<file path="src/rtl/alu_pkg.sv">
// Shared definitions for the ALU execution cluster.
//   - alu_op_e    : opcodes carried on command_op
//   - rs_state_e  : reservation-station life cycle
package alu_pkg;

    typedef enum logic [1:0] {
        OpAdd = 2'd0,
        OpSub = 2'd1,
        OpAnd = 2'd2,
        OpXor = 2'd3
    } alu_op_e;

    // FREE -> WAIT/READY on dispatch, WAIT -> READY when both operands are
    // captured, READY -> ISSUED when loaded into the output register,
    // ISSUED -> FREE once the CDB accepts the broadcast.
    typedef enum logic [1:0] {
        StFree   = 2'd0,
        StWait   = 2'd1,
        StReady  = 2'd2,
        StIssued = 2'd3
    } rs_state_e;

endpackage

</file>
<file path="src/rtl/alu_execution_cluster_if.sv">
// Command, CDB-snoop and CDB-output bundle of the ALU execution cluster.
//   master : frontend / bus side (drives commands, snoop data, CDB grant)
//   slave  : the cluster (returns accept, tag, CDB request/data/tag, busy count)
interface alu_execution_cluster_if #(
    parameter int unsigned DATA_WIDTH    = 4,
    parameter int unsigned CDB_TAG_WIDTH = 4,
    parameter int unsigned RS_COUNT      = 6,
    parameter int unsigned OP_WIDTH      = 2
);
    localparam int unsigned CNT_WIDTH = $clog2(RS_COUNT + 1);

    // Dispatch port
    logic                     command_update_en;
    logic [OP_WIDTH-1:0]      command_op;
    logic [DATA_WIDTH-1:0]    operand_a_data;
    logic [DATA_WIDTH-1:0]    operand_b_data;
    logic                     operand_a_data_is_valid;
    logic                     operand_b_data_is_valid;
    logic                     command_update_accepted;
    logic [CDB_TAG_WIDTH-1:0] command_result_cdb_tag;

    // CDB snoop
    logic                     cdb_in_valid;
    logic [CDB_TAG_WIDTH-1:0] cdb_in_tag;
    logic [DATA_WIDTH-1:0]    cdb_in_data;

    // CDB output
    logic                     cdb_out_request;
    logic [DATA_WIDTH-1:0]    cdb_out_data;
    logic [CDB_TAG_WIDTH-1:0] cdb_out_tag;
    logic                     cdb_out_accepted;

    logic [CNT_WIDTH-1:0]     busy_count;

    modport master (
        output command_update_en, command_op, operand_a_data, operand_b_data,
               operand_a_data_is_valid, operand_b_data_is_valid,
               cdb_in_valid, cdb_in_tag, cdb_in_data, cdb_out_accepted,
        input  command_update_accepted, command_result_cdb_tag,
               cdb_out_request, cdb_out_data, cdb_out_tag, busy_count
    );

    modport slave (
        input  command_update_en, command_op, operand_a_data, operand_b_data,
               operand_a_data_is_valid, operand_b_data_is_valid,
               cdb_in_valid, cdb_in_tag, cdb_in_data, cdb_out_accepted,
        output command_update_accepted, command_result_cdb_tag,
               cdb_out_request, cdb_out_data, cdb_out_tag, busy_count
    );

endinterface

</file>
<file path="src/rtl/alu_rs_slot.sv">
// One ALU reservation station: holds opcode and two operands, snoops the CDB
// for pending operands (including on the dispatch cycle itself) and presents
// the combinational ALU result.
//   clk, rst_n, flush         : clock, async active-low reset, sync clear
//   dispatch, dispatch_*      : load a new command (only honoured when FREE)
//   cdb_in_*                  : CDB snoop
//   issue                     : READY -> ISSUED (loaded into output register)
//   retire                    : ISSUED -> FREE (broadcast accepted)
//   state, result             : current state and ALU result
module alu_rs_slot
    import alu_pkg::*;
#(
    parameter int unsigned DATA_WIDTH    = 4,
    parameter int unsigned CDB_TAG_WIDTH = 4,
    parameter int unsigned OP_WIDTH      = 2
) (
    input  logic                     clk,
    input  logic                     rst_n,
    input  logic                     flush,
    input  logic                     dispatch,
    input  logic [OP_WIDTH-1:0]      dispatch_op,
    input  logic [DATA_WIDTH-1:0]    dispatch_a,
    input  logic                     dispatch_a_valid,
    input  logic [DATA_WIDTH-1:0]    dispatch_b,
    input  logic                     dispatch_b_valid,
    input  logic                     cdb_in_valid,
    input  logic [CDB_TAG_WIDTH-1:0] cdb_in_tag,
    input  logic [DATA_WIDTH-1:0]    cdb_in_data,
    input  logic                     issue,
    input  logic                     retire,
    output rs_state_e                state,
    output logic [DATA_WIDTH-1:0]    result
);

    rs_state_e             state_q, state_d;
    logic [OP_WIDTH-1:0]   op_q, op_d;
    logic [DATA_WIDTH-1:0] a_q, a_d, b_q, b_d;
    logic                  a_valid_q, a_valid_d, b_valid_q, b_valid_d;

    // Pending operands carry the producer tag in their low bits.
    logic a_hit_disp, b_hit_disp, a_hit_wait, b_hit_wait;
    assign a_hit_disp = !dispatch_a_valid && cdb_in_valid &&
                        (dispatch_a[CDB_TAG_WIDTH-1:0] == cdb_in_tag);
    assign b_hit_disp = !dispatch_b_valid && cdb_in_valid &&
                        (dispatch_b[CDB_TAG_WIDTH-1:0] == cdb_in_tag);
    assign a_hit_wait = !a_valid_q && cdb_in_valid && (a_q[CDB_TAG_WIDTH-1:0] == cdb_in_tag);
    assign b_hit_wait = !b_valid_q && cdb_in_valid && (b_q[CDB_TAG_WIDTH-1:0] == cdb_in_tag);

    always_comb begin
        state_d   = state_q;
        op_d      = op_q;
        a_d       = a_q;
        b_d       = b_q;
        a_valid_d = a_valid_q;
        b_valid_d = b_valid_q;
        if (flush) begin
            state_d = StFree;
        end else begin
            case (state_q)
                StFree: begin
                    if (dispatch) begin
                        op_d      = dispatch_op;
                        a_d       = a_hit_disp ? cdb_in_data : dispatch_a;
                        b_d       = b_hit_disp ? cdb_in_data : dispatch_b;
                        a_valid_d = dispatch_a_valid || a_hit_disp;
                        b_valid_d = dispatch_b_valid || b_hit_disp;
                        state_d   = (a_valid_d && b_valid_d) ? StReady : StWait;
                    end
                end
                StWait: begin
                    if (a_hit_wait) begin
                        a_d       = cdb_in_data;
                        a_valid_d = 1'b1;
                    end
                    if (b_hit_wait) begin
                        b_d       = cdb_in_data;
                        b_valid_d = 1'b1;
                    end
                    if (a_valid_d && b_valid_d) state_d = StReady;
                end
                StReady: begin
                    if (issue) state_d = StIssued;
                end
                StIssued: begin
                    if (retire) state_d = StFree;
                end
                default: state_d = StFree;
            endcase
        end
    end

    always_ff @(posedge clk or negedge rst_n) begin
        if (!rst_n) begin
            state_q   <= StFree;
            op_q      <= '0;
            a_q       <= '0;
            b_q       <= '0;
            a_valid_q <= 1'b0;
            b_valid_q <= 1'b0;
        end else begin
            state_q   <= state_d;
            op_q      <= op_d;
            a_q       <= a_d;
            b_q       <= b_d;
            a_valid_q <= a_valid_d;
            b_valid_q <= b_valid_d;
        end
    end

    always_comb begin
        result = '0;
        case (alu_op_e'(op_q[1:0]))
            OpAdd:   result = a_q + b_q;
            OpSub:   result = a_q - b_q;
            OpAnd:   result = a_q & b_q;
            OpXor:   result = a_q ^ b_q;
            default: result = '0;
        endcase
    end

    assign state = state_q;

endmodule

</file>
<file path="src/rtl/alu_execution_cluster.sv">
// Pool of RS_COUNT ALU reservation stations behind one dispatch port, with a
// round-robin issue pointer feeding a single registered CDB output stage.
//   clk, rst_n : clock, asynchronous active-low reset
//   flush      : synchronous clear of all stations, output register and rr_ptr
//   bus        : slave side of alu_execution_cluster_if (dispatch, CDB snoop,
//                CDB output, busy_count)
module alu_execution_cluster
    import alu_pkg::*;
#(
    parameter int unsigned DATA_WIDTH     = 4,
    parameter int unsigned CDB_TAG_WIDTH  = 4,
    parameter int unsigned RS_COUNT       = 6,
    parameter int unsigned CDB_TAG_OFFSET = 0,
    parameter int unsigned OP_WIDTH       = 2
) (
    input logic                   clk,
    input logic                   rst_n,
    input logic                   flush,
    alu_execution_cluster_if.slave bus
);

    localparam int unsigned IDX_W = (RS_COUNT > 1) ? $clog2(RS_COUNT) : 1;
    localparam int unsigned CNT_W = $clog2(RS_COUNT + 1);

    rs_state_e             state [RS_COUNT];
    logic [DATA_WIDTH-1:0] result [RS_COUNT];
    logic [RS_COUNT-1:0]   free, ready;

    logic                  any_free, accept_cmd;
    logic [IDX_W-1:0]      alloc_idx;
    logic                  hit, load, out_fire;
    logic [IDX_W-1:0]      hit_idx;

    logic                     out_valid_q;
    logic [DATA_WIDTH-1:0]    out_data_q;
    logic [CDB_TAG_WIDTH-1:0] out_tag_q;
    logic [IDX_W-1:0]         out_idx_q;
    logic [IDX_W-1:0]         rr_q;

    // Lowest-index free station; alloc_idx stays 0 when none is free.
    always_comb begin
        any_free  = 1'b0;
        alloc_idx = '0;
        for (int i = int'(RS_COUNT) - 1; i >= 0; i--) begin
            if (free[i]) begin
                any_free  = 1'b1;
                alloc_idx = IDX_W'(i);
            end
        end
    end

    assign accept_cmd                  = bus.command_update_en && any_free && !flush;
    assign bus.command_update_accepted = accept_cmd;
    assign bus.command_result_cdb_tag  = CDB_TAG_WIDTH'(CDB_TAG_OFFSET) +
                                         CDB_TAG_WIDTH'(alloc_idx);

    // Scan READY stations starting at rr_q, wrapping around.
    always_comb begin
        int idx;
        hit     = 1'b0;
        hit_idx = '0;
        idx     = 0;
        for (int k = 0; k < int'(RS_COUNT); k++) begin
            idx = int'(rr_q) + k;
            if (idx >= int'(RS_COUNT)) idx = idx - int'(RS_COUNT);
            if (!hit && ready[idx]) begin
                hit     = 1'b1;
                hit_idx = IDX_W'(idx);
            end
        end
    end

    assign out_fire = out_valid_q && bus.cdb_out_accepted;
    // Reload is allowed on the accept edge, giving one result per cycle.
    assign load     = hit && (!out_valid_q || bus.cdb_out_accepted) && !flush;

    for (genvar i = 0; i < int'(RS_COUNT); i++) begin : g_slot
        alu_rs_slot #(
            .DATA_WIDTH    (DATA_WIDTH),
            .CDB_TAG_WIDTH (CDB_TAG_WIDTH),
            .OP_WIDTH      (OP_WIDTH)
        ) u_slot (
            .clk              (clk),
            .rst_n            (rst_n),
            .flush            (flush),
            .dispatch         (accept_cmd && (alloc_idx == IDX_W'(i))),
            .dispatch_op      (bus.command_op),
            .dispatch_a       (bus.operand_a_data),
            .dispatch_a_valid (bus.operand_a_data_is_valid),
            .dispatch_b       (bus.operand_b_data),
            .dispatch_b_valid (bus.operand_b_data_is_valid),
            .cdb_in_valid     (bus.cdb_in_valid),
            .cdb_in_tag       (bus.cdb_in_tag),
            .cdb_in_data      (bus.cdb_in_data),
            .issue            (load && (hit_idx == IDX_W'(i))),
            .retire           (out_fire && (out_idx_q == IDX_W'(i))),
            .state            (state[i]),
            .result           (result[i])
        );
        assign free[i]  = (state[i] == StFree);
        assign ready[i] = (state[i] == StReady);
    end

    always_ff @(posedge clk or negedge rst_n) begin
        if (!rst_n) begin
            out_valid_q <= 1'b0;
            out_data_q  <= '0;
            out_tag_q   <= '0;
            out_idx_q   <= '0;
            rr_q        <= '0;
        end else if (flush) begin
            out_valid_q <= 1'b0;
            rr_q        <= '0;
        end else if (load) begin
            out_valid_q <= 1'b1;
            out_data_q  <= result[hit_idx];
            out_tag_q   <= CDB_TAG_WIDTH'(CDB_TAG_OFFSET) + CDB_TAG_WIDTH'(hit_idx);
            out_idx_q   <= hit_idx;
            rr_q        <= (hit_idx == IDX_W'(RS_COUNT - 1)) ? '0 : hit_idx + IDX_W'(1);
        end else if (out_fire) begin
            out_valid_q <= 1'b0;
        end
    end

    assign bus.cdb_out_request = out_valid_q;
    assign bus.cdb_out_data    = out_data_q;
    assign bus.cdb_out_tag     = out_tag_q;

    always_comb begin
        bus.busy_count = '0;
        for (int i = 0; i < int'(RS_COUNT); i++) begin
            if (!free[i]) bus.busy_count = bus.busy_count + CNT_W'(1);
        end
    end

endmodule

</file>
<file path="src/flat_wrapper.sv">
// flat-port wrapper written by rule: the top's interface ports become plain ports
module alu_execution_cluster_flat import alu_pkg::*;
#(
    parameter int unsigned DATA_WIDTH     = 4,
    parameter int unsigned CDB_TAG_WIDTH  = 4,
    parameter int unsigned RS_COUNT       = 6,
    parameter int unsigned CDB_TAG_OFFSET = 0,
    parameter int unsigned OP_WIDTH       = 2
)
  (clk, rst_n, flush, bus_command_update_en, bus_command_op, bus_operand_a_data, bus_operand_b_data, bus_operand_a_data_is_valid, bus_operand_b_data_is_valid, bus_cdb_in_valid, bus_cdb_in_tag, bus_cdb_in_data, bus_cdb_out_accepted, bus_command_update_accepted, bus_command_result_cdb_tag, bus_cdb_out_request, bus_cdb_out_data, bus_cdb_out_tag, bus_busy_count);
  alu_execution_cluster_if #(.DATA_WIDTH(DATA_WIDTH), .CDB_TAG_WIDTH(CDB_TAG_WIDTH), .RS_COUNT(RS_COUNT), .OP_WIDTH(OP_WIDTH)) bus_i ();
  input logic clk;
  input logic rst_n;
  input logic flush;
  input wire logic [$bits(bus_i.command_update_en)-1:0] bus_command_update_en;
  input wire logic [$bits(bus_i.command_op)-1:0] bus_command_op;
  input wire logic [$bits(bus_i.operand_a_data)-1:0] bus_operand_a_data;
  input wire logic [$bits(bus_i.operand_b_data)-1:0] bus_operand_b_data;
  input wire logic [$bits(bus_i.operand_a_data_is_valid)-1:0] bus_operand_a_data_is_valid;
  input wire logic [$bits(bus_i.operand_b_data_is_valid)-1:0] bus_operand_b_data_is_valid;
  input wire logic [$bits(bus_i.cdb_in_valid)-1:0] bus_cdb_in_valid;
  input wire logic [$bits(bus_i.cdb_in_tag)-1:0] bus_cdb_in_tag;
  input wire logic [$bits(bus_i.cdb_in_data)-1:0] bus_cdb_in_data;
  input wire logic [$bits(bus_i.cdb_out_accepted)-1:0] bus_cdb_out_accepted;
  output wire logic [$bits(bus_i.command_update_accepted)-1:0] bus_command_update_accepted;
  output wire logic [$bits(bus_i.command_result_cdb_tag)-1:0] bus_command_result_cdb_tag;
  output wire logic [$bits(bus_i.cdb_out_request)-1:0] bus_cdb_out_request;
  output wire logic [$bits(bus_i.cdb_out_data)-1:0] bus_cdb_out_data;
  output wire logic [$bits(bus_i.cdb_out_tag)-1:0] bus_cdb_out_tag;
  output wire logic [$bits(bus_i.busy_count)-1:0] bus_busy_count;
  assign bus_i.command_update_en = bus_command_update_en;
  assign bus_i.command_op = bus_command_op;
  assign bus_i.operand_a_data = bus_operand_a_data;
  assign bus_i.operand_b_data = bus_operand_b_data;
  assign bus_i.operand_a_data_is_valid = bus_operand_a_data_is_valid;
  assign bus_i.operand_b_data_is_valid = bus_operand_b_data_is_valid;
  assign bus_i.cdb_in_valid = bus_cdb_in_valid;
  assign bus_i.cdb_in_tag = bus_cdb_in_tag;
  assign bus_i.cdb_in_data = bus_cdb_in_data;
  assign bus_i.cdb_out_accepted = bus_cdb_out_accepted;
  assign bus_command_update_accepted = bus_i.command_update_accepted;
  assign bus_command_result_cdb_tag = bus_i.command_result_cdb_tag;
  assign bus_cdb_out_request = bus_i.cdb_out_request;
  assign bus_cdb_out_data = bus_i.cdb_out_data;
  assign bus_cdb_out_tag = bus_i.cdb_out_tag;
  assign bus_busy_count = bus_i.busy_count;
  alu_execution_cluster #(.DATA_WIDTH(DATA_WIDTH), .CDB_TAG_WIDTH(CDB_TAG_WIDTH), .RS_COUNT(RS_COUNT), .CDB_TAG_OFFSET(CDB_TAG_OFFSET), .OP_WIDTH(OP_WIDTH)) u_core (.clk(clk), .rst_n(rst_n), .flush(flush), .bus(bus_i));
endmodule
</file>
<file path="config.mk">
export PLATFORM = sky130hd
export DESIGN_NAME = alu_execution_cluster_flat
export DESIGN_NICKNAME = d
export VERILOG_FILES = /design/src/rtl/alu_pkg.sv /design/src/rtl/alu_execution_cluster_if.sv /design/src/rtl/alu_rs_slot.sv /design/src/rtl/alu_execution_cluster.sv /design/src/flat_wrapper.sv
export SDC_FILE = /design/constraint.sdc
export NUM_CORES = 1
export LEC_CHECK = 0
export BUFFER_PORTS_ARGS = -buffer_cell sky130_fd_sc_hd__buf_4
export CAP_MARGIN = 20
export CELL_PAD_IN_SITES_DETAIL_PLACEMENT = 1
export CELL_PAD_IN_SITES_GLOBAL_PLACEMENT = 2
export CORE_ASPECT_RATIO = 1.1
export CORE_MARGIN = 2
export CORE_UTILIZATION = 40
export DETAILED_ROUTE_END_ITERATION = 7
export PLACE_DENSITY_LB_ADDON = 0.3
export SETUP_SLACK_MARGIN = 0.3
export SYNTH_ARGS = -nofsm -noshare
export SYNTH_HDL_FRONTEND = slang
export SYNTH_SLANG_ARGS = --single-unit
</file>
<file path="constraint.sdc">
create_clock -name clk -period 5.7 [get_ports clk]
set_input_delay 0.285 -clock clk [delete_from_list [all_inputs] [get_ports clk]]
set_output_delay 0.285 -clock clk [all_outputs]
set_load 0.05 [all_outputs]
</file>
==> results.toml, run 1 <==
[setup_path]
worstPathMaxFanout = 14
cp.arrival_ns = 4.97
r2r_cells = 16
crit_buf_inv = 3
crit_path_top_delay_cell = "a2111oi_1"
critPathRequiredTime_ns = 5.92
crit_cells = 16
cp-start-kind = "flop"
crit_family = "compound AO/OA/AOI/OAI gates"
max_stage_delay_ns = 0.68
critPathKind = "flop to flop"
crit_path_frequent_cell = "ha_1"
end_kind = "flop"
path_cells = "inv_1, ha_1, inv_1, ha_1, a31oi_1, a2111oi_4, o21ba_2, a311oi_2, mux2i_1, buf_4, nor2_1, ha_1, a21boi_0, a2111oi_1, mux2i_1, nor2_1"

[hold_path]
whs_path_depth = 3
hold_path.class = "input port to flop"

[clock_network]
clock-sinks = 95
post_cts_buffers = 0
max-clock-path-buffers = 2
clk_latency_ns = 0.35
cts_tree = "done"
clk_pin_slew_ns = 0.07
numCtsBuffers = 9
htreeDepth = 3
cts-root-buf = "clkbuf_16"
cts_resized = 0

[detailed_routing]
via_count = 7681
dr.pass1.iters = 5
route.detailed.drc = 0
wl_per_cell_um = 21.2
ant_nets = 0
drt_iter0_drc = 391
wirelength_um = 28400
viasPerCell = 5.74

[sta]
rsz0062_at_grt = "false"
finalMaxSlewViolations = 0
whs_ns = 0.249
finalClockSkew_ns = 0.00892
finalSetupViolCount = 0
hold_viol = 0
period_share_pct = 83.2
relSlewSlack_pct = 23.7
fin_tns_setup_ns = 0
min_period_ns = 4.75
max_freq_ghz = 0.211
tightest_slew_ns = 1.13
fin_ws_ns = 0.955

[yosys]
yosysUniqueCellTypes = 80
ys_seq_area_share_pct = 26.3
synth_seq_cells = 95
syn_area_um2 = 9050
synth-main-ff-cell = "dfrtp_1"
avgSynthCellArea_um2 = 8.77
syn_inst = 1032
async_flop_share_pct = 100
yosys_warnings = 0
synth_edf_count = 0

[global_routing]
antenna_found_initial = 0
overflow = 0
grt_use_total_pct = 24.3
grt_pass1_vias = 7927
grt_start_max_net_pins = 62
grt_pass1_wl_um = 44700

[place]
hpwl_um = 22000
dpl_worst_slack_ns = 1.02
port_buffers = 40
place_congestion = 0.847

[flow_run]
cap_viol_max_count = 0

[floorplanning]
dieArea_um2 = 23900
row_count = 57
start_util_pct = 40.8
io_pins = 43
die_w_um = 147
fp.dieH_um = 162
core_area_um2 = 22200

[final_layout]
final_core_util_pct = 44.3
final_cell_mix = "95 x dfrtp_1, 94 x a21oi_1, 88 x nor2_1, 88 x ha_1, 73 x inv_1"
drive_gt1_share_pct = 12.9
layout_commonest_cell = "dfrtp_1"
fillers = 2614
syn_to_final_growth_pct = 8.51
insertedDiodeCount = 0
nets = 1157

[run_status]
outcome = "completed"
==> sequential cells by signal, summed over array words and instances, names as in the netlist <==
register,count
u_core.g_slot.u_slot.b_valid_q,6
u_core.g_slot.u_slot.op_q,12
u_core.g_slot.u_slot.state,12
u_core.out_idx_q,3
u_core.rr_q,3
u_core.bus.cdb_out_data,4
u_core.g_slot.u_slot.b_q,24
u_core.g_slot.u_slot.a_q,24
u_core.bus.cdb_out_request,1
u_core.g_slot.u_slot.a_valid_q,6
==> layout make-up <==
cell class	instances	area, um^2	area share, %
multi-input cells	808	6150	62.6
flip-flops and latches	95	2380	24.2
well taps	295	369	3.76
repair buffers	48	363	3.69
inverters	75	282	2.87
clock buffers	9	225	2.29
clock inverters	7	55.1	0.560
==> stage by stage <==
step | instance area, um^2 | std cells
after floorplan | 9060 | 1033
after CTS | 9830 | 1337
after global placement | 9540 | 1320
after global routing | 9830 | 1337
final | 9830 | 1337
after detailed placement | 9540 | 1320
==> path summary, 6_finish.rpt <==
kind	endpoint	slack [ns]	from
hold / removal	u_core.g_slot[5].u_slot.op_q[0]$_DFFE_PN0P_	0.25	bus_command_op[0]
setup / recovery	u_core.g_slot[3].u_slot.state[0]$_DFFE_PN0P_	0.95	u_core.rr_q[1]$_DFFE_PN0P_
hold reg to reg	u_core.g_slot[0].u_slot.b_valid_q$_DFFE_PN0P_	0.55	u_core.g_slot[0].u_slot.b_valid_q$_DFFE_PN0P_
max in group asynchronous	u_core.g_slot[4].u_slot.a_q[1]$_DFFE_PN0P_	4.04	rst_n
min in group asynchronous	u_core.rr_q[1]$_DFFE_PN0P_	0.44	rst_n
setup reg to reg	u_core.g_slot[3].u_slot.state[0]$_DFFE_PN0P_	0.95	u_core.rr_q[1]$_DFFE_PN0P_
==> synthesized netlist by cell type (6+ instances only) <==
library cell,count,area share [%]
inv_1,73,3.0
o22ai_1,6,0.41
nor2_1,88,3.6
mux2i_1,54,6.0
fa_1,6,1.3
nand2_1,59,2.4
a21oi_1,94,5.2
o211ai_1,11,0.91
a21o_1,18,1.5
nand3_1,22,1.2
mux2_2,47,5.8
a211oi_1,23,1.9
o41ai_1,9,0.87
xor2_1,30,2.9
dfrtp_1,95,26
nor2b_1,16,1.1
nor3_1,26,1.4
o21ai_0,46,2.5
ha_1,88,12
and2_1,11,0.76
a31oi_1,8,0.55
clkbuf_1,45,1.9
xnor2_1,54,5.2
nand2b_1,8,0.55
==> cell families after synthesis <==
group                      Yosys count  share of synthesized area [%]
muxes                              104                           12.5
AOI/OAI and AO/OA                  276                           20.9
other                                1                         0.0414
DFF                                 95                           26.3
and+or+nand+nor                    246                           12.4
xor gates and xnor gates            86                           8.61
adders and majority gates           94                           13.5
buffers and inverters              130                           5.82
==> tightest hold or removal path, delay by kind of cell <==
kind / cells / cell delay (ns)
buffers and inverters: 1 / 0.17
AND/OR/NAND/NOR: 2 / 0.11
==> repair_timing <==
item,in CTS,in global routing
hold buffers,1,0
hold endpoints to repair,34,0
endpoints found under the setup margin,0,0
==> per-layer routing <==
layer	wire length [um]	up-vias	GRT usage, %
met1	13100	3798	33.4
met4	742	0	7.52
li1	-	3674	-
met3	1100	42	2.39
met5	0	-	0
met2	13400	167	40.5
Power of run 1 is left out: the tool's default activity adds up to more than one toggle a clock period on the data nets, which glitch-free logic cannot reach.
==> run 2: changes to the inputs <==
Clock period 5.7 ns to 4.5 ns, I/O delays scaled along.
==> run 2 against run 1 <==
  * Cell area increased by 2.2%
  * Register-to-register slack lost 0.38 ns
  * Clock skew shrank 0.00081 ns
  * Wire length increased by 2.6%
  * Critical path type unchanged
  * Die area unchanged
  * Maximum frequency increased by 21%
  * Non-clock buffer count is 19 higher
  * First-iteration DRC count fell by 15%
  * Sequential share of layout area fell by 0.52 points
  * Largest cell class unchanged
==> results.toml, run 2 (synthesized netlist as in run 1, its figures left out) <==
[run_status]
outcome = "completed"

[setup_path]
r2r_end = "u_core.g_slot[4].u_slot.state[1]$_DFFE_PN0P_"
worstPathMaxFanout = 13
path_cells = "inv_1, ha_1, a211oi_1, a21boi_2, mux2_2, o31ai_1, a311oi_2, mux2_4, o41ai_4, a21oi_1, a311oi_1"
critPathRequiredTime_ns = 4.76
reg2reg_slack_ns = 0.57
rr_startpoint = "u_core.rr_q[2]$_DFFE_PN0P_"
crit_path_top_delay_cell = "dfrtp_1"
r2r_cells = 11
critPathKind = "flop to flop"
max_stage_delay_ns = 0.56
cp.arrival_ns = 4.19
cp-start-kind = "flop"
end_kind = "flop"

[clock_network]
max-clock-path-buffers = 2
cts_tree = "done"
numCtsBuffers = 9
clk_latency_ns = 0.36
clk_pin_slew_ns = 0.07
cts-root-buf = "clkbuf_16"
htreeDepth = 3
clock-sinks = 95

[sta]
hold_viol = 0
finalClockSkew_ns = 0.00811
finalMaxSlewViolations = 0
fin_ws_ns = 0.570
period_share_pct = 87.3
finalSetupViolCount = 0
min_period_ns = 3.93
max_freq_ghz = 0.254
rsz0062_at_grt = "false"
relSlewSlack_pct = 25.9
fin_tns_setup_ns = 0
tightest_slew_ns = 1.08

[global_routing]
antenna_found_initial = 0
grt_use_total_pct = 24.8
grt_pass1_wl_um = 45400
grt_start_max_net_pins = 51
grt_pass1_vias = 7916
overflow = 0

[hold_path]
min-delay-start = "bus_command_op[0]"
whs_path_depth = 3
min_to = "u_core.g_slot[5].u_slot.op_q[0]$_DFFE_PN0P_"
hold_path.class = "input port to flop"

[detailed_routing]
dr.pass1.iters = 5
drt_iter0_drc = 333
route.detailed.drc = 0
wirelength_um = 29100
wl_per_cell_um = 21.5
via_count = 7774
ant_nets = 0
viasPerCell = 5.73

[floorplanning]
die_w_um = 147
core_area_um2 = 22200
fp.dieH_um = 162
start_util_pct = 40.8
row_count = 57
io_pins = 43
dieArea_um2 = 23900

[final_layout]
layout_commonest_cell = "dfrtp_1"
syn_to_final_growth_pct = 10.9
insertedDiodeCount = 0
fillers = 2620
final_cell_mix = "95 x dfrtp_1, 94 x a21oi_1, 88 x nor2_1"
reg_top3 = "u_core.g_slot.u_slot.a_q: 24 flops, u_core.g_slot.u_slot.b_q: 24 flops"
drive_gt1_share_pct = 15.1
nets = 1176

[place]
dpl_worst_slack_ns = 0.377
hpwl_um = 22400
port_buffers = 40
place_congestion = 0.832

[flow_run]
cap_viol_max_count = 0
==> run 2: cell types whose count changed in the layout (fill, tap and decap cells not counted), sizes merged <==
cell / previous run / this run
inv: 77 / 74
clkbuf: 9 / 11
clkinvlp: 1 / 4
clkinv: 4 / 2
buf: 47 / 66
==> run 2: worst max path at each step <==
stage                                          start                                           end  slack [ns]  depth (start not counted)
final                     u_core.rr_q[2]$_DFFE_PN0P_  u_core.g_slot[4].u_slot.state[1]$_DFFE_PN0P_        0.57                         11
after global routing      u_core.rr_q[0]$_DFFE_PN0P_  u_core.g_slot[5].u_slot.state[1]$_DFFE_PN0P_        0.30                         14
after CTS                 u_core.rr_q[2]$_DFFE_PN0P_  u_core.g_slot[3].u_slot.state[0]$_DFFE_PN0P_        0.34                         14
after detailed placement  u_core.rr_q[2]$_DFFE_PN0P_  u_core.g_slot[3].u_slot.state[0]$_DFFE_PN0P_        0.38                         14
after global placement    u_core.rr_q[2]$_DFFE_PN0P_  u_core.g_slot[3].u_slot.state[0]$_DFFE_PN0P_        0.43                         14
after floorplan           u_core.rr_q[0]$_DFFE_PN0P_  u_core.g_slot[3].u_slot.state[0]$_DFFE_PN0P_        0.35                         18
==> run 2: through the flow <==
| stage | utilization [%] | instance area (um^2) | hold slack (ns) | instances |
|---|---|---|---|---|
| finish | 45.3 | 10000 | 0.177 | 1356 |
| global route | 45.3 | 10000 | 0.213 | 1356 |
| floorplan | - | 9060 | -0.0706 | 1033 |
| detailed placement | 43.4 | 9620 | 0.316 | 1331 |
| global placement | 43.3 | 9610 | 0.318 | 1330 |
| CTS | 44.8 | 9930 | 0.175 | 1348 |
==> run 2: metal layers <==
| layer | routed length (um) | GRT usage (%) |
|---|---|---|
| met2 | 14000 | 41.2 |
| met5 | 0 | 0 |
| met3 | 835 | 1.99 |
| met1 | 13700 | 34.5 |
| met4 | 595 | 7.60 |
==> run 2: cell type report <==
class | count | area, um^2 | area share (%)
Tap cell | 295 | 369 | 3.68
Multi-Input combinational cell | 808 | 6210 | 61.8
Sequential cell | 95 | 2380 | 23.7
Inverter | 75 | 285 | 2.84
Clock inverter | 5 | 40.0 | 0.399
Clock buffer | 11 | 253 | 2.52
Timing Repair Buffer | 67 | 509 | 5.07
==> run 2: critical path: cells and delay by family, from the launching register on <==
kind	cells	cell delay [ns]
AOI/OAI and AO/OA	7	1.82
buffers and inverters	1	0.15
adders and majority gates	1	0.47
DFF	1	0.56
muxes	2	0.83
==> run 2: timing repair <==
action / in CTS / in global routing
hold buffers: 1 / 0
endpoints found under the hold margin: 49 / 0
resized for setup: 2 / 8
setup endpoints to repair: 1 / 11
pin swaps: 0 / 2
cloned: 0 / 0
setup buffers: 0 / 8
Power of run 2 is left out for the same reason.
